### config.mk
export PLATFORM = sky130hd
export DESIGN_NAME = connect4_turn_controller
export DESIGN_NICKNAME = d
export VERILOG_FILES = /design/src/rtl/connect4_pkg.sv /design/src/rtl/connect4_win_check.sv /design/src/rtl/connect4_turn_controller.sv
export SDC_FILE = /design/constraint.sdc
export NUM_CORES = 1
export LEC_CHECK = 0
export BUFFER_PORTS_ARGS = -buffer_cell sky130_fd_sc_hd__buf_2
export CAP_MARGIN = 0
export CORE_MARGIN = 2
export CORE_UTILIZATION = 45
export CTS_CLUSTER_DIAMETER = 80
export DETAILED_ROUTE_END_ITERATION = 10
export PLACE_DENSITY = 0.64
export SYNTH_ARGS = -nofsm -noshare
export SYNTH_HDL_FRONTEND = slang
export SYNTH_HIERARCHICAL = 1
export SYNTH_SLANG_ARGS = --single-unit
### constraint.sdc
create_clock -name clk -period 2.2 [get_ports clk]
set_input_delay 0.22 -clock clk [delete_from_list [all_inputs] [get_ports clk]]
set_output_delay 0.22 -clock clk [all_outputs]
set_load 0.02 [all_outputs]
### src/rtl/connect4_pkg.sv
// connect4_pkg: shared codes, board geometry and FSM states for the Connect-4 turn controller.
package connect4_pkg;
    localparam logic [1:0] GAME_INIT = 2'b00;
    localparam logic [1:0] P1_TURN   = 2'b01;
    localparam logic [1:0] P2_TURN   = 2'b10;
    localparam logic [1:0] END_GAME  = 2'b11;
    localparam logic [4:0] NO_CELL   = 5'b11111;
    localparam logic [1:0] WIN_NONE  = 2'b00;
    localparam logic [1:0] WIN_P1    = 2'b01;
    localparam logic [1:0] WIN_P2    = 2'b10;
    localparam logic [1:0] WIN_DRAW  = 2'b11;
    localparam int BOARD_DIM = 4;
    typedef enum logic [2:0] {
        S_INIT, S_P1_WAIT, S_P1_COMMIT, S_P2_WAIT, S_P2_COMMIT, S_CHECK, S_END
    } fsm_t;
endpackage

### src/rtl/connect4_win_check.sv
// connect4_win_check: flags four-in-line (rows, columns, diagonals) for one player; cell = row*4 + col.
module connect4_win_check
    import connect4_pkg::*;
(
    input  logic [15:0] occ,
    input  logic [15:0] own,
    input  logic        player,
    output logic        win
);
    logic [15:0] mine;
    logic [9:0]  line;
    assign mine = occ & (player ? own : ~own);
    for (genvar r = 0; r < BOARD_DIM; r++) begin : g_line
        assign line[r]     = &mine[4*r +: 4];
        assign line[4 + r] = mine[r] & mine[4 + r] & mine[8 + r] & mine[12 + r];
    end
    assign line[8] = mine[0] & mine[5] & mine[10] & mine[15];
    assign line[9] = mine[3] & mine[6] & mine[9] & mine[12];
    assign win = |line;
endmodule

### src/rtl/connect4_turn_controller.sv
// connect4_turn_controller: sequences a 4x4 Connect-4 game, applies gravity and turn rules,
// auto-plays on timeout and detects win/draw.
module connect4_turn_controller
    import connect4_pkg::*;
#(
    parameter int TURN_TIMEOUT = 1000,
    parameter int TIMER_W      = 16
) (
    input  logic       clk,
    input  logic       rst_n,
    input  logic       new_game,
    input  logic       p1_req,
    input  logic [1:0] p1_col,
    input  logic       p2_req,
    input  logic [1:0] p2_col,
    output logic [1:0] state,
    output logic [4:0] column_position,
    output logic [1:0] winner,
    output logic       move_err,
    output logic [4:0] move_count
);
    fsm_t               fsm;
    logic [2:0]         heights [BOARD_DIM];
    logic [15:0]        occ, own;
    logic [TIMER_W-1:0] timer;
    logic               mover, win, is_p2, req, legal, timeout, take;
    logic [1:0]         req_col, auto_col, sel_col;

    assign is_p2    = fsm == S_P2_WAIT;
    assign req      = is_p2 ? p2_req : p1_req;
    assign req_col  = is_p2 ? p2_col : p1_col;
    assign legal    = req && heights[req_col] != 3'd4;
    assign timeout  = TURN_TIMEOUT != 0 && timer == TIMER_W'(TURN_TIMEOUT - 1);
    assign auto_col = heights[0] != 3'd4 ? 2'd0 :
                      heights[1] != 3'd4 ? 2'd1 :
                      heights[2] != 3'd4 ? 2'd2 : 2'd3;
    assign sel_col  = legal ? req_col : auto_col;
    assign take     = legal || timeout;

    connect4_win_check u_win (.occ(occ), .own(own), .player(mover), .win(win));

    // During COMMIT the registered cell index doubles as the latched move: [1:0]=col, [3:0]=cell.
    always_ff @(posedge clk or negedge rst_n) begin
        if (!rst_n) begin
            fsm             <= S_END;
            state           <= END_GAME;
            column_position <= NO_CELL;
            winner          <= WIN_NONE;
            move_err        <= 1'b0;
            move_count      <= 5'd0;
            heights         <= '{default: '0};
            occ             <= 16'd0;
            own             <= 16'd0;
            timer           <= '0;
            mover           <= 1'b0;
        end else begin
            move_err        <= 1'b0;
            column_position <= NO_CELL;
            if (new_game) begin
                fsm   <= S_INIT;
                state <= GAME_INIT;
            end else begin
                case (fsm)
                    S_INIT: begin
                        heights    <= '{default: '0};
                        occ        <= 16'd0;
                        own        <= 16'd0;
                        move_count <= 5'd0;
                        winner     <= WIN_NONE;
                        timer      <= '0;
                        fsm        <= S_P1_WAIT;
                        state      <= P1_TURN;
                    end
                    S_P1_WAIT, S_P2_WAIT: begin
                        timer    <= timer + TIMER_W'(1);
                        move_err <= req && !legal;
                        if (take) begin
                            column_position <= {1'b0, heights[sel_col][1:0], sel_col};
                            fsm             <= is_p2 ? S_P2_COMMIT : S_P1_COMMIT;
                        end
                    end
                    S_P1_COMMIT, S_P2_COMMIT: begin
                        heights[column_position[1:0]] <= heights[column_position[1:0]] + 3'd1;
                        occ[column_position[3:0]]     <= 1'b1;
                        own[column_position[3:0]]     <= fsm == S_P2_COMMIT;
                        mover                         <= fsm == S_P2_COMMIT;
                        move_count                    <= move_count + 5'd1;
                        timer                         <= '0;
                        fsm                           <= S_CHECK;
                    end
                    S_CHECK: begin
                        if (win) begin
                            winner <= mover ? WIN_P2 : WIN_P1;
                            fsm    <= S_END;
                            state  <= END_GAME;
                        end else if (move_count == 5'd16) begin
                            winner <= WIN_DRAW;
                            fsm    <= S_END;
                            state  <= END_GAME;
                        end else begin
                            fsm   <= mover ? S_P1_WAIT : S_P2_WAIT;
                            state <= mover ? P1_TURN : P2_TURN;
                        end
                    end
                    default: ;
                endcase
            end
        end
    end
endmodule
==> results.sh, run 1 <==
export IMPL_core_rowCount=35
export IMPL_clockBufferDepth=2
export IMPL_fmax_mhz=421
export IMPL_async_flop_share_pct=100
export IMPL_final_max_slew_violation_count=0
export IMPL_die_h_um=101
export IMPL_rsz0062_at_grt="yes"
export IMPL_crit_path_end_kind="flip-flop"
export IMPL_antenna_cells=0
export IMPL_port_buffers=23
export IMPL_cp_arrival_ps=2610
export IMPL_core_sq_um=9150
export IMPL_initial_core_util_pct=46.1
export IMPL_yosysTopAreaCell="dfrtp_1"
export IMPL_ios=24
export IMPL_relSlewSlack_pct=55.7
export IMPL_critPathMaxFanout=6
export IMPL_synth_edf_count=0
export IMPL_drive_above_1_share_pct=25.0
export IMPL_synth_common_cells="nor2_1 (75), dfrtp_1 (70), nand2_1 (47), mux2i_1 (19), nand3_1 (19)"
export IMPL_synthMuxAreaShare_pct=6.91
export IMPL_routedWlPerCell_um=17.5
export IMPL_synth_fa_ha_area_share_pct=1.19
export IMPL_yosysSeqAreaShare_pct=47.1
export IMPL_setup_viol=3
export IMPL_post_route_cell_area_sq_um=5100
export IMPL_hold_viol=0
export IMPL_crit_required_ps=2430
export IMPL_fp_dieW_um=101
export IMPL_hold_ws_ps=172
export IMPL_yosysWarnings=6
export IMPL_htree_num_levels=3
export IMPL_fin_crit_sh_pct=108
export IMPL_ys_flop_type="dfrtp_1"
export IMPL_drtPass1Iterations=4
export IMPL_crit_buf_inv=1
export IMPL_synthesis_nets=457
export IMPL_place_gp_congestion=0.873
export IMPL_path_cells="buf_6 > nor4_2 > a31oi_1 > o22ai_1 > a41oi_1 > o211ai_2 > a31oi_2 > a311o_1 > mux2_4"
export IMPL_yosysMostFrequentCell="nor2_1"
export IMPL_cellLeakagePower_uw=0.00220
export IMPL_cts_sinks=79
export IMPL_ys_ff_latch=79
export IMPL_synth_cells=444
export IMPL_worst_pin_slew_ps=664
export IMPL_critPathLaunchType="flip-flop"
export IMPL_critPathMaxStageDelay_ps=460
export IMPL_crit_type="reg2reg"
export IMPL_drt_initial_drc_count=229
export IMPL_synth_simple_gate_area_share_pct=26.7
export IMPL_cts_inserted_buffers=9
export IMPL_vias=3641
export IMPL_synth_top_family_by_area="simple AND/OR/NAND/NOR gates"
export IMPL_grt_pass1_vias=3635
export IMPL_cts_tree="yes"
export IMPL_synth_top_area_share_pct=41.5
export IMPL_grt_total_usage_pct=23.1
export IMPL_clk_latency_ps=350
export IMPL_cap_viol_max_count=0
export IMPL_synth_xor_area_share_pct=4.36
export IMPL_outcome="finished, violations left"
export IMPL_powerDensity_nw_per_um2=617
export IMPL_utilization_pct=55.8
export IMPL_worstHoldPathType="in2reg"
export IMPL_ys_top_cells_by_area="dfrtp_1 (42%), nor2_1 (6.7%), dfstp_2 (5.6%), mux2i_1 (4.5%), nand2_1 (4.2%)"
export IMPL_synthesis_area_sq_um=4220
export IMPL_placed_area_sq_um=4690
export IMPL_cp_slowest_cell="dfrtp_2"
export IMPL_detail_route_wirelength_mm=10.9
export IMPL_fin_skew_ps=11.0
export IMPL_antenna_found_initial=0
export IMPL_via_per_inst=5.85
export IMPL_grt_pass1_wl_mm=18.2
export IMPL_grt_start_max_net_pins=43
export IMPL_cts_root_buf="clkbuf_8"
export IMPL_violations="setup timing"
export IMPL_dp_hpwl_mm=7.79
export IMPL_clk_pin_slew_ps=80
export IMPL_fin_crit_ps=2380
export IMPL_drcViolationCount=0
export IMPL_area_growth_pct=21.0
export IMPL_die_area_sq_um=10200
export IMPL_yosysUniqueCellTypes=58
export IMPL_fin_nets=519
export IMPL_cp_top_family="compound AO/OA/AOI/OAI gates"
export IMPL_antenna_left=0
export IMPL_synth_avg_cell_area_sq_um=9.50
export IMPL_synth_compound_area_share_pct=11.2
export IMPL_grt_overflow=0
export IMPL_irDropWorstVdd_mv=0.429
export IMPL_layout_setup_ws_ps=-177
[flip-flops by register name (all words and copies together), names as in the netlist]
signal,count
column_position,5
fsm,3
heights,12
move_count,5
move_err,1
mover,1
occ,16
own,16
state,2
timer,16
winner,2
[worst paths after layout]
check                      depth (start not counted)               endpoint                  start  slack [ps]
setup / recovery                                   9  winner[1]$_DFFE_PN0P_      mover$_DFFE_PN0P_        -180
hold / removal                                     2   state[1]$_DFFE_PN1P_               new_game         170
setup reg to reg                                   9  winner[1]$_DFFE_PN0P_      mover$_DFFE_PN0P_        -180
hold reg to reg                                    1  winner[0]$_DFFE_PN0P_  winner[0]$_DFFE_PN0P_         490
max in group asynchronous                          3   state[0]$_DFFE_PN1P_                  rst_n        1150
min in group asynchronous                          2    occ[10]$_DFFE_PN0P_                  rst_n         400
[power by group]
group | leakage (uW) | switching (uW) | internal (uW) | total [uW]
clock | 0.0000958 | 536 | 640 | 1180
sequential | 0.00106 | 64.5 | 1510 | 1570
combinational | 0.00105 | 249 | 150 | 399
[cell type report]
class                           count  area, sq um
Clock buffer                       11          131
Clock inverter                      5         82.6
Fill cell                         816         4050
Inverter                            9         33.8
Multi-Input combinational cell    341         2270
Sequential cell                    79         1990
Tap cell                          111          139
Timing Repair Buffer               66          459
[timing repair]
item / in CTS / in global routing
resized for setup: 12 / 18
hold buffers: 1 / 0
endpoints found under the hold margin: 35 / 0
setup buffers: 5 / 2
endpoints found under the setup margin: 10 / 10
pin swaps: 9 / 7
cloned: 0 / 0
[logic make-up (layout without fill, tap and decap cells)]
group | Yosys count | after routing
xor+xnor | 21 | 21
flops | 79 | 79
compound gates | 68 | 68
mux | 25 | 25
fa+ha+maj | 4 | 4
simple gates | 223 | 223
buf+inv | 24 | 91
[routing by layer]
layer / vias to the layer above / share of wire [%] / global-route usage [%]
li1: 1735 / - / -
met1: 1811 / 47 / 32.1
met2: 80 / 48 / 37.0
met3: 15 / 3.5 / 2.57
met4: 0 / 1.5 / 9.17
met5: - / 0 / 0
[through the flow]
| stage | setup TNS, ps | total power (uW) | cells | worst slack (ps) |
|---|---|---|---|---|
| after floorplan | -24.0 | 1820 | 444 | -24.0 |
| after global placement | -515 | 1970 | 598 | -177 |
| after detailed placement | -469 | 1980 | 598 | -180 |
| after CTS | -129 | 3160 | 620 | -81.1 |
| after global routing | -923 | 3290 | 622 | -264 |
| final | -443 | 3150 | 622 | -177 |
[placed cells by master (no fill, tap or decap), types with 4 or more instances in the layout]
cell type  instances
a211oi_1           4
a21oi_1           13
a31oi_1            6
and3_1             5
buf_2             22
buf_4             41
clkbuf_8           9
dfrtp_1           69
dfstp_2            9
ha_1               4
inv_1              9
mux2i_1           18
nand2_1           46
nand2b_1           4
nand3_1           19
nand4_1           18
nor2_1            74
nor3_1             9
nor3b_1            4
nor4_2             5
o21ai_0            7
o31ai_1            4
or4_1              9
xnor2_1            8
xor2_1            13
(Power assumes the default switching activity.)
==> inputs of run 2 (changes only) <==
ABC_AREA = 1   (was unset)
==> results.sh, run 2 <==
export IMPL_outcome="complete, no violations"
export IMPL_placed_area_sq_um=4760
export IMPL_synth_avg_cell_area_sq_um=7.76
export IMPL_cts_tree="yes"
export IMPL_ys_ff_latch=79
export IMPL_worstHoldPathType="in2reg"
export IMPL_synthesis_nets=586
export IMPL_fin_crit_ps=2000
export IMPL_top_regs="occ x16, own x16, timer x16"
export IMPL_antenna_cells=0
export IMPL_async_flop_share_pct=100
export IMPL_detail_route_wirelength_mm=10.5
export IMPL_post_route_cell_area_sq_um=5060
export IMPL_cts_sinks=79
export IMPL_synth_top_area_share_pct=39.4
export IMPL_critPathLaunchType="flip-flop"
export IMPL_hold_ws_ps=99.9
export IMPL_drt_initial_drc_count=169
export IMPL_fp_dieW_um=103
export IMPL_core_sq_um=9680
export IMPL_port_buffers=23
export IMPL_via_per_inst=5.13
export IMPL_fin_skew_ps=7.74
export IMPL_fin_crit_sh_pct=91.1
export IMPL_use_met3_pct=3.83
export IMPL_tns_ps=0
export IMPL_irDropWorstVdd_mv=0.361
export IMPL_core_rowCount=36
export IMPL_ys_flop_type="dfrtp_1"
export IMPL_yosysWarnings=6
export IMPL_grt_pass1_vias=3636
export IMPL_drive_above_1_share_pct=18.1
export IMPL_cts_inserted_buffers=9
export IMPL_synth_cells=573
export IMPL_grt_overflow=0
export IMPL_clk_pin_slew_ps=80
export IMPL_total_power_uw=3990
export IMPL_antenna_left=0
export IMPL_final_cell_mix="nand2_1 (112), inv_1 (90), dfrtp_1 (69)"
export IMPL_busiest_layer="met2"
export IMPL_vias=3855
export IMPL_ios=24
export IMPL_cp_arrival_ps=2240
export IMPL_initial_core_util_pct=45.9
export IMPL_dp_hpwl_mm=7.60
export IMPL_cellLeakagePower_uw=0.00222
export IMPL_place_gp_congestion=0.938
export IMPL_layout_commonest_cell="nand2_1"
export IMPL_yosysTopAreaCell="dfrtp_1"
export IMPL_grt_pass1_wl_mm=17.6
export IMPL_fin_nets=626
export IMPL_routedWlPerCell_um=14.0
export IMPL_worst_pin_slew_ps=599
export IMPL_relSlewSlack_pct=60.1
export IMPL_hold_viol=0
export IMPL_yosysSeqAreaShare_pct=44.7
export IMPL_die_area_sq_um=10700
export IMPL_utilization_pct=52.2
export IMPL_crit_required_ps=2430
export IMPL_grt_total_usage_pct=21.4
export IMPL_crit_path_end_kind="flip-flop"
export IMPL_critPathMaxFanout=5
export IMPL_yosysMostFrequentCell="nand2_1"
export IMPL_area_growth_pct=13.8
export IMPL_clk_latency_ps=360
export IMPL_antenna_found_initial=0
export IMPL_rsz0062_at_grt="no"
export IMPL_powerDensity_nw_per_um2=788
export IMPL_die_h_um=103
export IMPL_setup_viol=0
export IMPL_cap_viol_max_count=0
export IMPL_htree_num_levels=3
export IMPL_fmax_mhz=499
export IMPL_ys_top_cells_by_area="dfrtp_1 (39%), nand2_1 (9.5%), inv_1 (7.6%), nand3_1 (6.5%), dfstp_2 (5.3%)"
export IMPL_grt_start_max_net_pins=46
export IMPL_final_max_slew_violation_count=0
export IMPL_crit_type="reg2reg"
export IMPL_cts_root_buf="clkbuf_8"
export IMPL_drtPass1Iterations=5
export IMPL_clockBufferDepth=2
export IMPL_synthesis_area_sq_um=4450
export IMPL_synth_common_cells="nand2_1 (112), inv_1 (90), dfrtp_1 (70), nand3_1 (58), nor2_1 (52)"
export IMPL_yosysUniqueCellTypes=42
export IMPL_use_met1_pct=29.4
export IMPL_drcViolationCount=0
export IMPL_synth_edf_count=0
export IMPL_use_met2_pct=32.8
## run 2: cell types whose count changed in the layout (fill, tap and decap cells not counted), sizes merged, moves of 21 or more
cell / before / now
o21ai: 8 / 38
nand2: 48 / 126
nor2: 76 / 55
buf: 65 / 35
nand3: 19 / 68
inv: 9 / 101
## run 2: path summary, 6_finish.rpt
path                       slack, ps                          from                            to  cells after the start
setup / recovery                 200  column_position[0]$_DFF_PN1_       heights[11]$_DFFE_PN0P_                      8
setup reg to reg                 200  column_position[0]$_DFF_PN1_       heights[11]$_DFFE_PN0P_                      8
hold / removal                   100                      new_game          state[1]$_DFFE_PN1P_                      2
hold reg to reg                  490          state[1]$_DFFE_PN1P_          state[1]$_DFFE_PN1P_                      2
min in group asynchronous        410                         rst_n           own[12]$_DFFE_PN0P_                      2
max in group asynchronous       1120                         rst_n  column_position[2]$_DFF_PN1_                      3
## run 2: cells by family (layout without fill, tap and decap cells)
logic type      Yosys count  count (layout)  synth area share, %
mux                       1               1                0.337
simple gates            281             281                 30.8
buf+inv                 109             154                 10.2
compound gates           95              95                 12.1
xor+xnor                  4               4                0.788
flops                    79              79                 44.7
fa+ha+maj                 4               4                 1.13
## run 2: metrics by stage
step / instances / setup slack [ps]
2_1_floorplan: 573 / 372
3_3_place_gp: 732 / 172
3_5_place_dp: 732 / 134
4_1_cts: 749 / 121
5_1_grt: 751 / 4.28
6_report: 751 / 195
## run 2: layout make-up
class / instances / area, sq um
clock buffers: 10 / 138
fillers: 920 / 4620
repair inverters: 1 / 8.76
flip-flops and latches: 79 / 1990
clock inverters: 6 / 108
inverters: 101 / 392
multi-input cells: 385 / 2020
repair buffers: 36 / 241
well taps: 133 / 166
## run 2: where the power goes
part / switching, uW / internal (uW)
clock: 559 / 781
combinational: 633 / 329
sequential: 125 / 1560
total: 1320 / 2670
## run 2: timing repair
item / 4_1_cts / 5_1_grt
endpoints found under the hold margin: 40 / 0
hold buffers: 1 / 0
gates resized for setup: 0 / 9
buffers inserted: 0 / 1
setup endpoints to repair: 0 / 6
## run 2: critical path, cell delays in order, from the launching register on
cell     delay [ps]
dfstp_2         580
inv_1            80
nand2_1         160
o22ai_1         120
a21oi_1         130
o21ai_0         110
ha_1            210
xnor2_1         360
o22ai_1         130
## run 2: per-layer routing
metal | vias to the layer above | routed length (um)
met5 | - | 0
met4 | 0 | 225
met3 | 18 | 366
met2 | 79 | 4930
met1 | 1807 | 5020
li1 | 1951 | -
